## config.mk

```make
export PLATFORM = sky130hd
export DESIGN_NAME = lcd_read_ci
export DESIGN_NICKNAME = d
export VERILOG_FILES = /design/src/rtl/lcd_pkg.sv /design/src/rtl/lcd_phase_timer.sv /design/src/rtl/lcd_read_ci.sv
export SDC_FILE = /design/constraint.sdc
export NUM_CORES = 1
export LEC_CHECK = 0
export CAP_MARGIN = 5
export CORE_ASPECT_RATIO = 1.75
export CORE_MARGIN = 1.5
export CORE_UTILIZATION = 53
export DETAILED_ROUTE_END_ITERATION = 8
export PLACE_DENSITY = 0.86
export RECOVER_POWER = 100
export SETUP_SLACK_MARGIN = 0.15
export SLEW_MARGIN = 20
export SYNTH_ARGS = -nofsm -noshare
export SYNTH_HDL_FRONTEND = slang
export SYNTH_SLANG_ARGS = --single-unit
export TNS_END_PERCENT = 10
```

## constraint.sdc

```tcl
create_clock -name clk -period 4.1 [get_ports clk]
set_input_delay 0.82 -clock clk [delete_from_list [all_inputs] [get_ports clk]]
set_output_delay 0.82 -clock clk [all_outputs]
set_load 0.02 [all_outputs]
```

## src/rtl/lcd_pkg.sv

```systemverilog
// Shared LCD definitions: controller state encoding and default bus timing,
// common to the read and write paths.
package lcd_pkg;

  typedef enum logic [2:0] {
    ST_IDLE    = 3'd0,
    ST_SETUP   = 3'd1,
    ST_EN_HIGH = 3'd2,
    ST_HOLD    = 3'd3,
    ST_GAP     = 3'd4,
    ST_DONE    = 3'd5
  } lcd_state_e;

  localparam int LCD_T_AS     = 3;
  localparam int LCD_T_EH     = 13;
  localparam int LCD_T_AH     = 2;
  localparam int LCD_T_GAP    = 25;
  localparam int LCD_MAX_POLL = 4096;

  function automatic int lcd_max(input int a, input int b);
    return (a > b) ? a : b;
  endfunction

  // A phase of n cycles loads n-1: the timer flags expiry while it reads 0.
  function automatic int lcd_ld(input int n);
    return (n > 1) ? n - 1 : 0;
  endfunction

endpackage

```

## src/rtl/lcd_phase_timer.sv

```systemverilog
// Loadable down-counter that flags expiry on the last cycle of a bus phase.
module lcd_phase_timer #(
  parameter int W = 5
) (
  input  logic         clk,
  input  logic         rst_n,
  input  logic         clk_en_i,
  input  logic         load_i,
  input  logic [W-1:0] load_val_i,
  output logic         expired_o
);

  logic [W-1:0] cnt_q;

  always_ff @(posedge clk or negedge rst_n) begin
    if (!rst_n) begin
      cnt_q <= '0;
    end else if (clk_en_i) begin
      if (load_i)
        cnt_q <= load_val_i;
      else if (cnt_q != '0)
        cnt_q <= cnt_q - W'(1);
    end
  end

  assign expired_o = (cnt_q == '0);

endmodule

```

## src/rtl/lcd_read_ci.sv

```systemverilog
// Custom-instruction LCD read: performs one HD44780-style read cycle, or polls
// the busy flag until it clears or the poll budget runs out.
module lcd_read_ci
  import lcd_pkg::*;
#(
  parameter int T_AS     = LCD_T_AS,
  parameter int T_EH     = LCD_T_EH,
  parameter int T_AH     = LCD_T_AH,
  parameter int T_GAP    = LCD_T_GAP,
  parameter int MAX_POLL = LCD_MAX_POLL
) (
  input  logic        clk,
  input  logic        reset,
  input  logic        clk_en,
  input  logic        start,
  input  logic [31:0] dataa,
  output logic [31:0] result,
  output logic        done,
  input  logic [7:0]  lcd_data_in,
  output logic        lcd_rs,
  output logic        lcd_rw,
  output logic        lcd_en,
  output logic        lcd_bus_rd
);

  localparam int TMAX = lcd_max(lcd_max(T_AS, T_EH), lcd_max(T_AH, T_GAP));
  localparam int CW   = $clog2(TMAX + 1);
  localparam int PW   = $clog2(MAX_POLL + 1);

  localparam logic [CW-1:0] AS_LD  = CW'(lcd_ld(T_AS));
  localparam logic [CW-1:0] EH_LD  = CW'(lcd_ld(T_EH));
  localparam logic [CW-1:0] AH_LD  = CW'(lcd_ld(T_AH));
  localparam logic [CW-1:0] GAP_LD = CW'(lcd_ld(T_GAP));

  lcd_state_e    state_q, state_d;
  logic          rs_q, rs_d, poll_q, poll_d;
  logic [7:0]    data_q;
  logic [PW-1:0] poll_cnt_q;
  logic [31:0]   result_q;
  logic          done_q, en_q, rw_q, rs_pin_q, bus_q;
  logic          tmr_expired, tmr_load;
  logic [CW-1:0] tmr_val;
  logic          rd_phase_d, timeout;
  logic [11:0]   cnt_sat;
  logic          unused_dataa;

  assign unused_dataa = ^dataa[31:2];

  // Command bits are captured only when a start is accepted in IDLE.
  assign rs_d   = (state_q == ST_IDLE && start) ? (dataa[0] & ~dataa[1]) : rs_q;
  assign poll_d = (state_q == ST_IDLE && start) ? dataa[1] : poll_q;

  always_comb begin
    state_d = state_q;
    case (state_q)
      ST_IDLE:    if (start) state_d = ST_SETUP;
      ST_SETUP:   if (tmr_expired) state_d = ST_EN_HIGH;
      ST_EN_HIGH: if (tmr_expired) state_d = ST_HOLD;
      ST_HOLD:
        if (tmr_expired) begin
          if (poll_q && data_q[7] && (poll_cnt_q < PW'(MAX_POLL)))
            state_d = ST_GAP;
          else
            state_d = ST_DONE;
        end
      ST_GAP:     if (tmr_expired) state_d = ST_SETUP;
      ST_DONE:    state_d = ST_IDLE;
      default:    state_d = ST_IDLE;
    endcase
    if (!clk_en) state_d = state_q;
  end

  always_comb begin
    tmr_val = '0;
    case (state_d)
      ST_SETUP:   tmr_val = AS_LD;
      ST_EN_HIGH: tmr_val = EH_LD;
      ST_HOLD:    tmr_val = AH_LD;
      ST_GAP:     tmr_val = GAP_LD;
      default:    tmr_val = '0;
    endcase
  end

  assign tmr_load   = clk_en && (state_d != state_q);
  assign rd_phase_d = (state_d == ST_SETUP) || (state_d == ST_EN_HIGH) || (state_d == ST_HOLD);
  assign timeout    = poll_q & data_q[7];
  assign cnt_sat    = (32'(poll_cnt_q) > 32'd4095) ? 12'hFFF : 12'(poll_cnt_q);

  lcd_phase_timer #(.W(CW)) u_timer (
    .clk        (clk),
    .rst_n      (reset),
    .clk_en_i   (clk_en),
    .load_i     (tmr_load),
    .load_val_i (tmr_val),
    .expired_o  (tmr_expired)
  );

  // Pins are decoded from the next state so they change on the same edge as the state.
  always_ff @(posedge clk or negedge reset) begin
    if (!reset) begin
      state_q    <= ST_IDLE;
      rs_q       <= 1'b0;
      poll_q     <= 1'b0;
      data_q     <= '0;
      poll_cnt_q <= '0;
      result_q   <= '0;
      done_q     <= 1'b0;
      en_q       <= 1'b0;
      rw_q       <= 1'b0;
      rs_pin_q   <= 1'b0;
      bus_q      <= 1'b0;
    end else if (clk_en) begin
      state_q  <= state_d;
      rs_q     <= rs_d;
      poll_q   <= poll_d;
      rw_q     <= rd_phase_d;
      bus_q    <= rd_phase_d;
      en_q     <= (state_d == ST_EN_HIGH);
      rs_pin_q <= rd_phase_d & rs_d;
      done_q   <= (state_d == ST_DONE);
      if (state_q == ST_EN_HIGH && state_d == ST_HOLD)
        data_q <= lcd_data_in;
      if (state_q == ST_IDLE && state_d == ST_SETUP)
        poll_cnt_q <= poll_d ? PW'(1) : '0;
      else if (state_q == ST_GAP && state_d == ST_SETUP)
        poll_cnt_q <= poll_cnt_q + PW'(1);
      if (state_q == ST_HOLD && state_d == ST_DONE)
        result_q <= {timeout, 3'b000, cnt_sat, 7'b0000000, data_q[7], data_q};
    end
  end

  assign result     = result_q;
  assign done       = done_q;
  assign lcd_rs     = rs_pin_q;
  assign lcd_rw     = rw_q;
  assign lcd_en     = en_q;
  assign lcd_bus_rd = bus_q;

endmodule

```

==> After elaboration in Yosys (flattened, before gate mapping) <==
Index checks and enable logic that the tools add are counted.
{ "totals": {"register_bits": 57, "output_inout_bits": 37, "inputBits": 44, "word_cells": 65} }
{ "op_classes": {"n_bitwise": 4, "eq_ne": 10, "reduce_logical": 19, "n_mux": 17, "add_sub_neg": 2, "magnitude_cmp": 2} }
{ "op_table": {"columns": ["operator", "n"], "rows": [
  ["13-bit two-way mux", 2],
  ["5-bit case mux with 4 select lines", 1],
  ["3-bit two-way mux", 6],
  ["3-bit case mux with 5 select lines", 1],
  ["13-bit by 1-bit adder with 13-bit output, second input constant", 1],
  ["13-bit by 12-bit > comparator with 1-bit output, second input constant", 1],
  ["13-bit less-than comparator, second input constant", 1],
  ["3-bit by 2-bit == test with 1-bit output, second input constant", 4],
  ["12-bit two-way mux", 1],
  ["5-bit two-way mux", 2],
  ["3-bit == test, second input constant", 3],
  ["1-bit logical AND", 8],
  ["2-bit AND reduction", 4],
  ["3-bit by 1-bit == test with 1-bit output, second input constant", 2],
  ["5-bit zero test", 1],
  ["5-bit nonzero test", 1],
  ["5-bit by 1-bit subtractor with 5-bit output, second input constant", 1],
  ["1-bit two-way mux", 4],
  ["2-bit nonzero test", 2],
  ["1-bit AND", 3],
  ["3-bit zero test", 1],
  ["3-bit != test", 1],
  ["1-bit logical OR", 2],
  ["1-bit inverter", 1]
]} }

==> Depth between registers and ports, before layout <==
Gate-level depths: netlist of run 1.
{ "depth": {"ltp_word": 10, "depth_mapped": 9, "mapped_depth_nobuf": 6} }

==> Modules after synthesis <==
A second synthesis of run 1 with hierarchy kept.
{ "unflattened": {"cells_unflattened": 301, "area_unflattened_um2": 2951.6} }
{ "by_module_without_submodules": {"columns": ["mod", "seq_area_each_um2", "n_inst", "cells_per_inst", "area_each_um2"], "rows": [
  ["lcd_read_ci", 1276.2, 1, 267, 2613.8],
  ["lcd_phase_timer", 125.1, 1, 34, 337.8]
]} }

==> Worst setup path before layout of run 1 <==
No wires, ideal clock.
{ "synth_timing": {"kind": "input port to flip-flop", "startpoint": "input port start", "endpoint": "register poll_cnt_q[11]", "required_time_ns": 4.022, "setup_ns": 0.078, "arrival_time_ns": 2.366, "cell_stages": 6, "path_slack_ns": 1.656, "path_cell_list": "or4b_4 buf_6 o22a_4 buf_6 or4_1 a21oi_1"} }
{ "synth_between": {"elab_chain_cells": 7} }
{ "synth_lines": {"columns": ["item", "line_no", "text"], "rows": [
  ["start: declaration", "lcd_read_ci.sv:15", "input logic start,"],
  ["3-bit two-way mux *", "lcd_read_ci.sv:56", "ST_IDLE: if (start) state_d = ST_SETUP;"],
  ["3-bit case mux with 5 select lines *", "lcd_read_ci.sv:55", "case (state_q)"],
  ["3-bit two-way mux *", "lcd_read_ci.sv:70", "if (!clk_en) state_d = state_q;"],
  ["3-bit by 1-bit == test with 1-bit output *", "lcd_read_ci.sv:123, lcd_read_ci.sv:125", null],
  ["1-bit logical AND (on tied branches)", "lcd_read_ci.sv:123, lcd_read_ci.sv:125", null],
  ["2-bit nonzero test (no line)", null, null],
  ["2-bit AND reduction (no line)", null, null],
  ["end signal: assignment", "lcd_read_ci.sv:124", "poll_cnt_q <= poll_d ? PW'(1) : '0;"],
  ["end signal: assignment", "lcd_read_ci.sv:126", "poll_cnt_q <= poll_cnt_q + PW'(1);"],
  ["end: declaration", "lcd_read_ci.sv:38", "logic [PW-1:0] poll_cnt_q;"]
]} }
Every way passes the cells marked *; elsewhere a longest branch is shown, timed or not.
A chain may end at the register's enable or synchronous reset.

==> Final worst setup path of run 1 <==
{ "layout_timing": {"startpoint": "input port clk_en", "endpoint": "register result_q[21], in the netlist result[21]"} }
{ "layout_between": {"elab_chain_cells": 4} }
{ "layout_lines": {"columns": ["item", "line_no", "text"], "rows": [
  ["start: declaration", "lcd_read_ci.sv:14", "input logic clk_en,"],
  ["3-bit two-way mux", "lcd_read_ci.sv:70", null],
  ["3-bit == test", "lcd_read_ci.sv:127", "if (state_q == ST_HOLD && state_d == ST_DONE)"],
  ["1-bit logical AND", "lcd_read_ci.sv:127", null],
  ["2-bit AND reduction (no line) *", null, null],
  ["end signal: assignment", "lcd_read_ci.sv:128", "result_q <= {timeout, 3'b000, cnt_sat, 7'b0000000, data_q[7], data_q};"],
  ["end: declaration", "lcd_read_ci.sv:39", "logic [31:0] result_q;"]
]} }
Marked as above.

==> flow_summary.json, run 1 <==
{
  "ys_ff_latch": 56,
  "yosys-top-cells-area": "dfrtp_1 (46%), mux2_2 (4.4%), a2bb2oi_1 (3.4%), buf_4 (3.2%), mux2_4 (2.9%)",
  "drtIter0Drc": 91,
  "required_ps": 4320,
  "wl_um": 6690,
  "firstDrtPassIters": 4,
  "slew_violations": 43,
  "cts-root-buf": "clkbuf_8",
  "r2r-start": "u_timer.cnt_q[0]$_DFFE_PN0P_",
  "min_period_ps": 3320,
  "ios": 81,
  "finish.instance_area_um2": 3450,
  "core-area_um2": 5590,
  "viasPerCell": 5.99,
  "drive_above_1_share": 0.0836,
  "synth_flop_cell": "dfrtp_1",
  "clk_latency_ps": 310,
  "rsz0062_at_grt": "false",
  "finalSetupViolCount": 0,
  "cp.arrival_ps": 3540,
  "criticalPathCategory": "input pin to flip-flop",
  "synth-async-reset-ratio": 1.00,
  "min_from": "result[3]$_DFFE_PN0P_",
  "dpl_cell_area_um2": 3420,
  "holdWs_ps": 491,
  "ant_nets": 0,
  "syn_avg_cell_area_um2": 10.4,
  "worstHoldPathType": "flip-flop to flip-flop",
  "cts_buffers": 5,
  "clk_pin_slew_worst_paths_ps": 90,
  "vias": 2390,
  "syn_inst": 295,
  "area_growth_pct": 12.3,
  "max-cap-violations": 1,
  "grt_usage": 0.227,
  "layout.nets": 370,
  "synth.top_cell.area_share": 0.456,
  "crit_path_end_kind": "flip-flop",
  "ys_warn_count": 0,
  "drc": 0,
  "antenna_found_initial": 0,
  "cts.repair.resized": 0,
  "finalHoldViolCount": 0,
  "fin_tns_setup_ps": 0,
  "outcome": "finished with violations",
  "period_share": 0.809,
  "slew_headroom": -0.507,
  "n_antenna_cell": 0,
  "cts_buffer_depth": 2,
  "cp_max_fo": 13,
  "cts_setup_buffers": 0,
  "fp.dieArea_um2": 6280,
  "tritoncts": "yes",
  "grt_pass1_vias": 2322,
  "wire_per_inst_um": 16.8,
  "htree_levels": 2,
  "fp.dieH_um": 104,
  "ir_worst_vdd_mv": 0.354,
  "synth_top_area_cell": "dfrtp_1",
  "fin_skew_ps": 13.0,
  "mostFrequentLayoutCells": "dfrtp_1 (56), dlygate4sd3_1 (29), nand2_1 (21)",
  "violations": "max-capacitance violations, max-slew violations",
  "grt_max_degree": 43,
  "seq_area_frac_synth": 0.456,
  "final_common_cell": "dfrtp_1",
  "synth_area_um2": 3070,
  "start_util": 0.550,
  "synth_edf_count": 0,
  "grt_pass1_wl_um": 11000,
  "clock.fmax_mhz": 301,
  "dp_hpwl_um": 4740,
  "cts_num_sinks": 56,
  "num_rows": 36,
  "synth.distinct_cells": 60,
  "pwr_density_cell_nw_per_um2": 426,
  "gp_congestion": 0.835,
  "cp-startpoint": "clk_en",
  "startpoint_type": "input pin",
  "holdBufCountCts": 0,
  "leakage_uw": 0.00149,
  "final_util": 0.617,
  "overflow": 0,
  "die_w_um": 60.5,
  "io_buffers": 40,
  "worstMarginPinSlew_ps": 2260
}
## metrics by stage
stage	setup slack [ps]	total power (uW)	instances
global placement	825	1210	392
finish	783	1470	399
CTS	1090	1520	399
detailed placement	769	1230	392
global route	619	1540	399
floorplan	1660	1030	304
## cells in the mapped netlist, types with 3 or more instances
cell type  count
a21oi_1       14
nand3b_1       3
mux2i_1        5
nand2b_1       8
buf_4         13
ha_1           3
nor3_1        15
nand3_1        8
mux2_4         6
clkbuf_1      12
o21ai_0        9
nand4_1        4
nor2_1        10
a2bb2oi_1     12
dfrtp_1       56
a21o_1         3
nand2_1       21
o22ai_1        3
buf_2          3
or4_1          7
buf_6          5
or2_2          4
inv_1          9
o31ai_1        5
mux2_2        12
## report_power, final
group	internal [uW]	switching, uW
Combinational	211	228
Sequential	651	86.7
Clock	117	174
Total	979	489
## layout make-up
cell class | count | area (um^2)
flip-flops and latches | 56 | 1400
repair buffers | 45 | 417
clock buffers | 6 | 72.6
multi-input cells | 206 | 1420
clock inverters | 1 | 5.00
inverters | 9 | 33.8
fillers | 504 | 2140
well taps | 76 | 95.1
## layer usage
metal	routed length (um)	vias up	GRT usage
met5	0	-	0
met4	182	0	0.0963
met3	320	15	0.0437
met2	3690	81	0.373
met1	2500	1176	0.283
li1	-	1118	-
## kinds of logic after synthesis
logic type                 after synthesis  share of synthesized area
muxes                                   23                     0.0897
and+or+nand+nor                        100                      0.190
adders and majority gates                3                     0.0122
AOI/OAI and AO/OA                       69                      0.167
xor gates and xnor gates                 1                    0.00285
other                                    1                    0.00122
DFF                                     56                      0.456
buffers and inverters                   42                     0.0807
## worst paths after layout
check / slack [ps] / cells after the start / end
min reg2reg: 490 / 1 / result[3]$_DFFE_PN0P_
min in group asynchronous: 1170 / 1 / rs_q$_DFFE_PN0P_
min: 490 / 1 / result[3]$_DFFE_PN0P_
max: 780 / 6 / result[21]$_DFFE_PN0P_
max in group asynchronous: 1320 / 2 / poll_cnt_q[1]$_DFFE_PN0P_
max reg2reg: 1170 / 7 / result[21]$_DFFE_PN0P_
## critical path, stage by stage
cell	delay (ps)
dlygate4sd3_1	830
nand4bb_1	210
mux2_1	550
a31oi_4	480
clkbuf_1	420
a2bb2oi_1	220
## state kept, by name, indices dropped and copies added (netlist names), 3 cells and up
register       flops
result            21
poll_cnt_q        13
data_q             8
u_timer.cnt_q      5
state_q            3
Note: power is estimated with default switching activity, not from simulation.
==> run 2: changes to the inputs <==
Settings changed: CORE_UTILIZATION 53 to 49, PLACE_DENSITY 0.86 to 0.81.
Clock period 4.1 ns to 3.28 ns, I/O delays scaled along.
==> run 2 against run 1 <==
  * The run still ends with max-capacitance violations, max-slew violations left
  * Clock power is 35% higher
  * Highest routed layer unchanged
  * Hold slack got worse by 4.5 ps
  * Critical path type unchanged
  * Non-clock buffer count increased by 6
  * Clock skew shrank 5.1 ps
  * First-iteration DRC count increased by 15%
  * Critical path depth unchanged
==> flow_summary.json, run 2 (synthesis gave the netlist of run 1 again) <==
{
  "ir_worst_vdd_mv": 0.406,
  "drtIter0Drc": 105,
  "fin_skew_ps": 7.96,
  "start_util": 0.501,
  "ant_nets": 0,
  "rsz0062_at_grt": "false",
  "clk_latency_ps": 320,
  "dp_hpwl_um": 4670,
  "core-area_um2": 6130,
  "num_rows": 38,
  "largest_reg_flops": 21,
  "period_share": 0.892,
  "ios": 81,
  "antenna_found_initial": 0,
  "slew_headroom": -0.295,
  "grt_max_degree": 39,
  "die_w_um": 62.8,
  "required_ps": 3540,
  "cp_slowest_stage_delay_ps": 710,
  "wl_um": 6490,
  "clock.fmax_mhz": 342,
  "outcome": "finished with violations",
  "mostFrequentLayoutCells": "dfrtp_1 (56), dlygate4sd3_1 (28), nand2_1 (21)",
  "wire_per_inst_um": 15.8,
  "cts.repair.resized": 0,
  "layout.nets": 376,
  "worstHoldPathType": "flip-flop to flip-flop",
  "crit_path_end_kind": "flip-flop",
  "cts_setup_buffers": 0,
  "io_buffers": 40,
  "startpoint_type": "input pin",
  "crit_slowest_cell": "o22a_1",
  "cts_num_sinks": 56,
  "pwr_density_cell_nw_per_um2": 530,
  "gp_congestion": 0.872,
  "leakage_uw": 0.00153,
  "grt_pass1_wl_um": 11000,
  "holdBufCountCts": 0,
  "fin_tns_setup_ps": 0,
  "cts_buffers": 5,
  "drc": 0,
  "cts-root-buf": "clkbuf_8",
  "dpl_cell_area_um2": 3470,
  "fp.dieArea_um2": 6770,
  "criticalPathCategory": "input pin to flip-flop",
  "grt_pass1_vias": 2362,
  "max-cap-violations": 1,
  "viasPerCell": 5.81,
  "violations": "max-capacitance violations, max-slew violations",
  "finish.instance_area_um2": 3510,
  "cp_max_fo": 21,
  "path_cells": "dlygate4sd3_1 > inv_1 > clkbuf_1 > o22a_1 > o311ai_0 > nand3_1",
  "min_period_ps": 2930,
  "htree_levels": 2,
  "cp.arrival_ps": 3190,
  "final_common_cell": "dfrtp_1",
  "holdWs_ps": 486,
  "worstMarginPinSlew_ps": 1940,
  "reg2reg_depth": 7,
  "slew_violations": 39,
  "hold_path_depth": 1,
  "finalHoldViolCount": 0,
  "vias": 2381,
  "area_growth_pct": 14.3,
  "overflow": 0,
  "place_ws_ps": 398,
  "finalSetupViolCount": 0,
  "fp.dieH_um": 108,
  "clk_pin_slew_worst_paths_ps": 110,
  "setup_ws_ps": 353,
  "grt_usage": 0.205,
  "fill_cells": 538,
  "firstDrtPassIters": 4,
  "tritoncts": "yes",
  "cts_buffer_depth": 2,
  "drive_above_1_share": 0.109,
  "n_antenna_cell": 0
}
run 2: changes by cell type in the layout (fill, tap and decap cells not counted), sizes merged:
cell | before | now
buf | 1 | 6
clkinv | 1 | 2
clkdlybuf4s50 | 10 | 11
inv | 9 | 10
dlygate4sd3 | 29 | 28
run 2: cell type report:
class / count / area, um^2 / share of cell area
clock inverters: 3 / 22.5 / 0.00642
flip-flops and latches: 56 / 1400 / 0.399
repair buffers: 51 / 459 / 0.131
inverters: 9 / 33.8 / 0.00963
multi-input cells: 206 / 1420 / 0.406
clock buffers: 5 / 68.8 / 0.0196
well taps: 80 / 100 / 0.0285
run 2: final timing paths:
kind / startpoint / end / slack, ps
worst max register to register: u_timer.cnt_q[0]$_DFFE_PN0P_ / result[1]$_DFFE_PN0P_ / 530
worst max-delay path: clk_en / poll_cnt_q[9]$_DFFE_PN0P_ / 350
worst min register to register: done$_DFFE_PN0P_ / done$_DFFE_PN0P_ / 490
min in group asynchronous: reset / u_timer.cnt_q[0]$_DFFE_PN0P_ / 860
max in group asynchronous: reset / poll_cnt_q[4]$_DFFE_PN0P_ / 1070
worst min-delay path: done$_DFFE_PN0P_ / done$_DFFE_PN0P_ / 490
run 2: worst max-delay path, delay by kind of cell:
kind / cells / cell delay, ps
compound gates: 2 / 960
buf+inv: 3 / 1440
simple gates: 1 / 130
run 2: per-stage QoR:
step	power, uW	cells	utilization
2_1_floorplan	1290	304	-
5_1_grt	1960	410	0.572
3_5_place_dp	1540	402	0.565
6_report	1860	410	0.572
3_3_place_gp	1520	402	0.565
4_1_cts	1930	410	0.580
run 2: power breakdown:
part	total (uW)	switching [uW]	internal (uW)
registers	916	103	813
clock network	393	240	154
logic	552	285	267
total	1860	627	1230
run 2: metal layers:
layer  up-vias  GRT usage  wire length [um]
li1       1135          -                 -
met1      1179      0.240              2680
met2        55      0.362              3450
met3        12     0.0335               189
met4         0     0.0984               163
met5         -          0                 0
==> run 3: changes to the inputs <==
Settings changed: REMOVE_ABC_BUFFERS set to 1.
==> run 3 against run 2 <==
  * The run now ends clean
  * Fmax is 2.4% higher
  * Core utilization is 0.33 points lower
  * Combinational power is 1% lower
  * Cell count is 0.49% lower
  * Sequential power hardly changed
  * Design area is 0.57% lower
  * Clock skew is 6.6 ps higher
==> flow_summary.json, run 3 (synthesis gave the netlist of run 1 again) <==
{
  "crit_buf_inv": 3,
  "worstHoldPathType": "flip-flop to flip-flop",
  "fin_tns_setup_ps": 0,
  "grt_max_degree": 38,
  "cp-startpoint": "clk_en",
  "r2r-start": "u_timer.cnt_q[0]$_DFFE_PN0P_",
  "n_antenna_cell": 0,
  "reg2reg_depth": 6,
  "htree_levels": 2,
  "clk_latency_ps": 320,
  "viasPerCell": 5.81,
  "cts_buffers": 5,
  "area_growth_pct": 13.7,
  "crit_path_end_kind": "flip-flop",
  "num_rows": 38,
  "holdWs_ps": 480,
  "wire_per_inst_um": 15.8,
  "final_util": 0.569,
  "drtIter0Drc": 101,
  "io_buffers": 40,
  "slew_violations": 0,
  "outcome": "completed",
  "drc": 0,
  "criticalPathCategory": "input pin to flip-flop",
  "vias": 2371,
  "antenna_found_initial": 0,
  "cts_setup_buffers": 0,
  "ios": 81,
  "grt_pass1_vias": 2375,
  "cp_slowest_stage_delay_ps": 760,
  "drive_above_1_share": 0.0945,
  "finalPower_uw": 1850,
  "fin_skew_ps": 14.5,
  "grt_pass1_wl_um": 11200,
  "startpoint_type": "input pin",
  "required_ps": 3520,
  "overflow": 0,
  "grt_usage": 0.211,
  "worstMarginPinSlew_ps": 1150,
  "critPathCapture": "poll_cnt_q[11]$_DFFE_PN0P_",
  "firstDrtPassIters": 4,
  "cp.arrival_ps": 3090,
  "ant_nets": 0,
  "cts_buffer_depth": 2,
  "core-area_um2": 6130,
  "leakage_uw": 0.00151,
  "fp.dieArea_um2": 6770,
  "gp_congestion": 0.847,
  "cts-root-buf": "clkbuf_8",
  "max-cap-violations": 0,
  "fp.dieH_um": 108,
  "finalHoldViolCount": 0,
  "min_period_ps": 2860,
  "die_w_um": 62.8,
  "crit_slowest_cell": "dlygate4sd3_1",
  "r2r_slack_ps": 490,
  "finish.instance_area_um2": 3490,
  "ir_worst_vdd_mv": 0.489,
  "cts.repair.resized": 0,
  "pwr_density_cell_nw_per_um2": 530,
  "holdBufCountCts": 0,
  "clk_pin_slew_worst_paths_ps": 100,
  "clock.fmax_mhz": 350,
  "dpl_cell_area_um2": 3450,
  "crit_family": "buffers and inverters",
  "tritoncts": "yes",
  "layout.nets": 374,
  "fill_cells": 523,
  "start_util": 0.501,
  "cp_max_fo": 21,
  "final_common_cell": "dfrtp_1",
  "dp_hpwl_um": 4720,
  "finalSetupViolCount": 0,
  "largest_reg_flops": 21,
  "period_share": 0.871,
  "cts_num_sinks": 56,
  "slew_headroom": 0.231,
  "cp.depth": 6,
  "rr_endpoint": "lcd_en$_DFFE_PN0P_",
  "path_cells": "dlygate4sd3_1 > inv_1 > clkbuf_1 > o22a_1 > or4_1 > a21oi_1",
  "mostFrequentLayoutCells": "dfrtp_1 (56), dlygate4sd3_1 (29), nand2_1 (21)",
  "wl_um": 6450,
  "rsz0062_at_grt": "false"
}
[run 3: cell types whose count changed in the layout (fill, tap and decap cells not counted)]
cell | previous run | this run
clkbuf_1 | 5 | 8
buf_4 | 6 | 3
dlygate4sd3_1 | 28 | 29
inv_6 | 1 | 0
clkinv_4 | 1 | 0
clkbuf_8 | 5 | 6
clkdlybuf4s50_1 | 11 | 10
clkinv_2 | 1 | 0
[run 3: worst min path at each step]
stage	from	end	slack, ps	depth (start not counted)
2_1_floorplan	reset	data_q[0]$_DFFE_PN0P_	360	0
3_3_place_gp	rs_q$_DFFE_PN0P_	rs_q$_DFFE_PN0P_	460	2
3_5_place_dp	rs_q$_DFFE_PN0P_	rs_q$_DFFE_PN0P_	470	2
4_1_cts	reset	u_timer.cnt_q[0]$_DFFE_PN0P_	290	1
5_1_grt	done$_DFFE_PN0P_	done$_DFFE_PN0P_	510	1
6_report	data_q[2]$_DFFE_PN0P_	result[2]$_DFFE_PN0P_	480	1
[run 3: layout make-up]
type                       instances  area, um^2  share of cell area
multi-input combinational        206        1420               0.408
sequential                        56        1400               0.402
timing repair buffer              49         440               0.126
tap                               80         100              0.0287
clock buffer                       8        90.1              0.0258
inverter                           9        33.8             0.00968
[run 3: through the flow]
| stage | setup slack, ps | instances |
|---|---|---|
| after floorplan | 612 | 271 |
| after global placement | 357 | 400 |
| after detailed placement | 307 | 400 |
| after CTS | 455 | 408 |
| after global routing | 245 | 408 |
| final | 422 | 408 |
[run 3: where the power goes]
part | internal, uW | leakage [uW] | switching [uW]
clock network | 173 | 0.0000455 | 218
registers | 813 | 0.000718 | 102
logic | 265 | 0.000746 | 279
total | 1250 | 0.00151 | 600
[run 3: metal layers]
metal | track usage | vias to the layer above | wire (um)
met1 | 0.237 | 1170 | 2580
met2 | 0.384 | 53 | 3500
met3 | 0.0272 | 10 | 219
li1 | - | 1138 | -
met4 | 0.114 | 0 | 148
met5 | 0 | - | 0
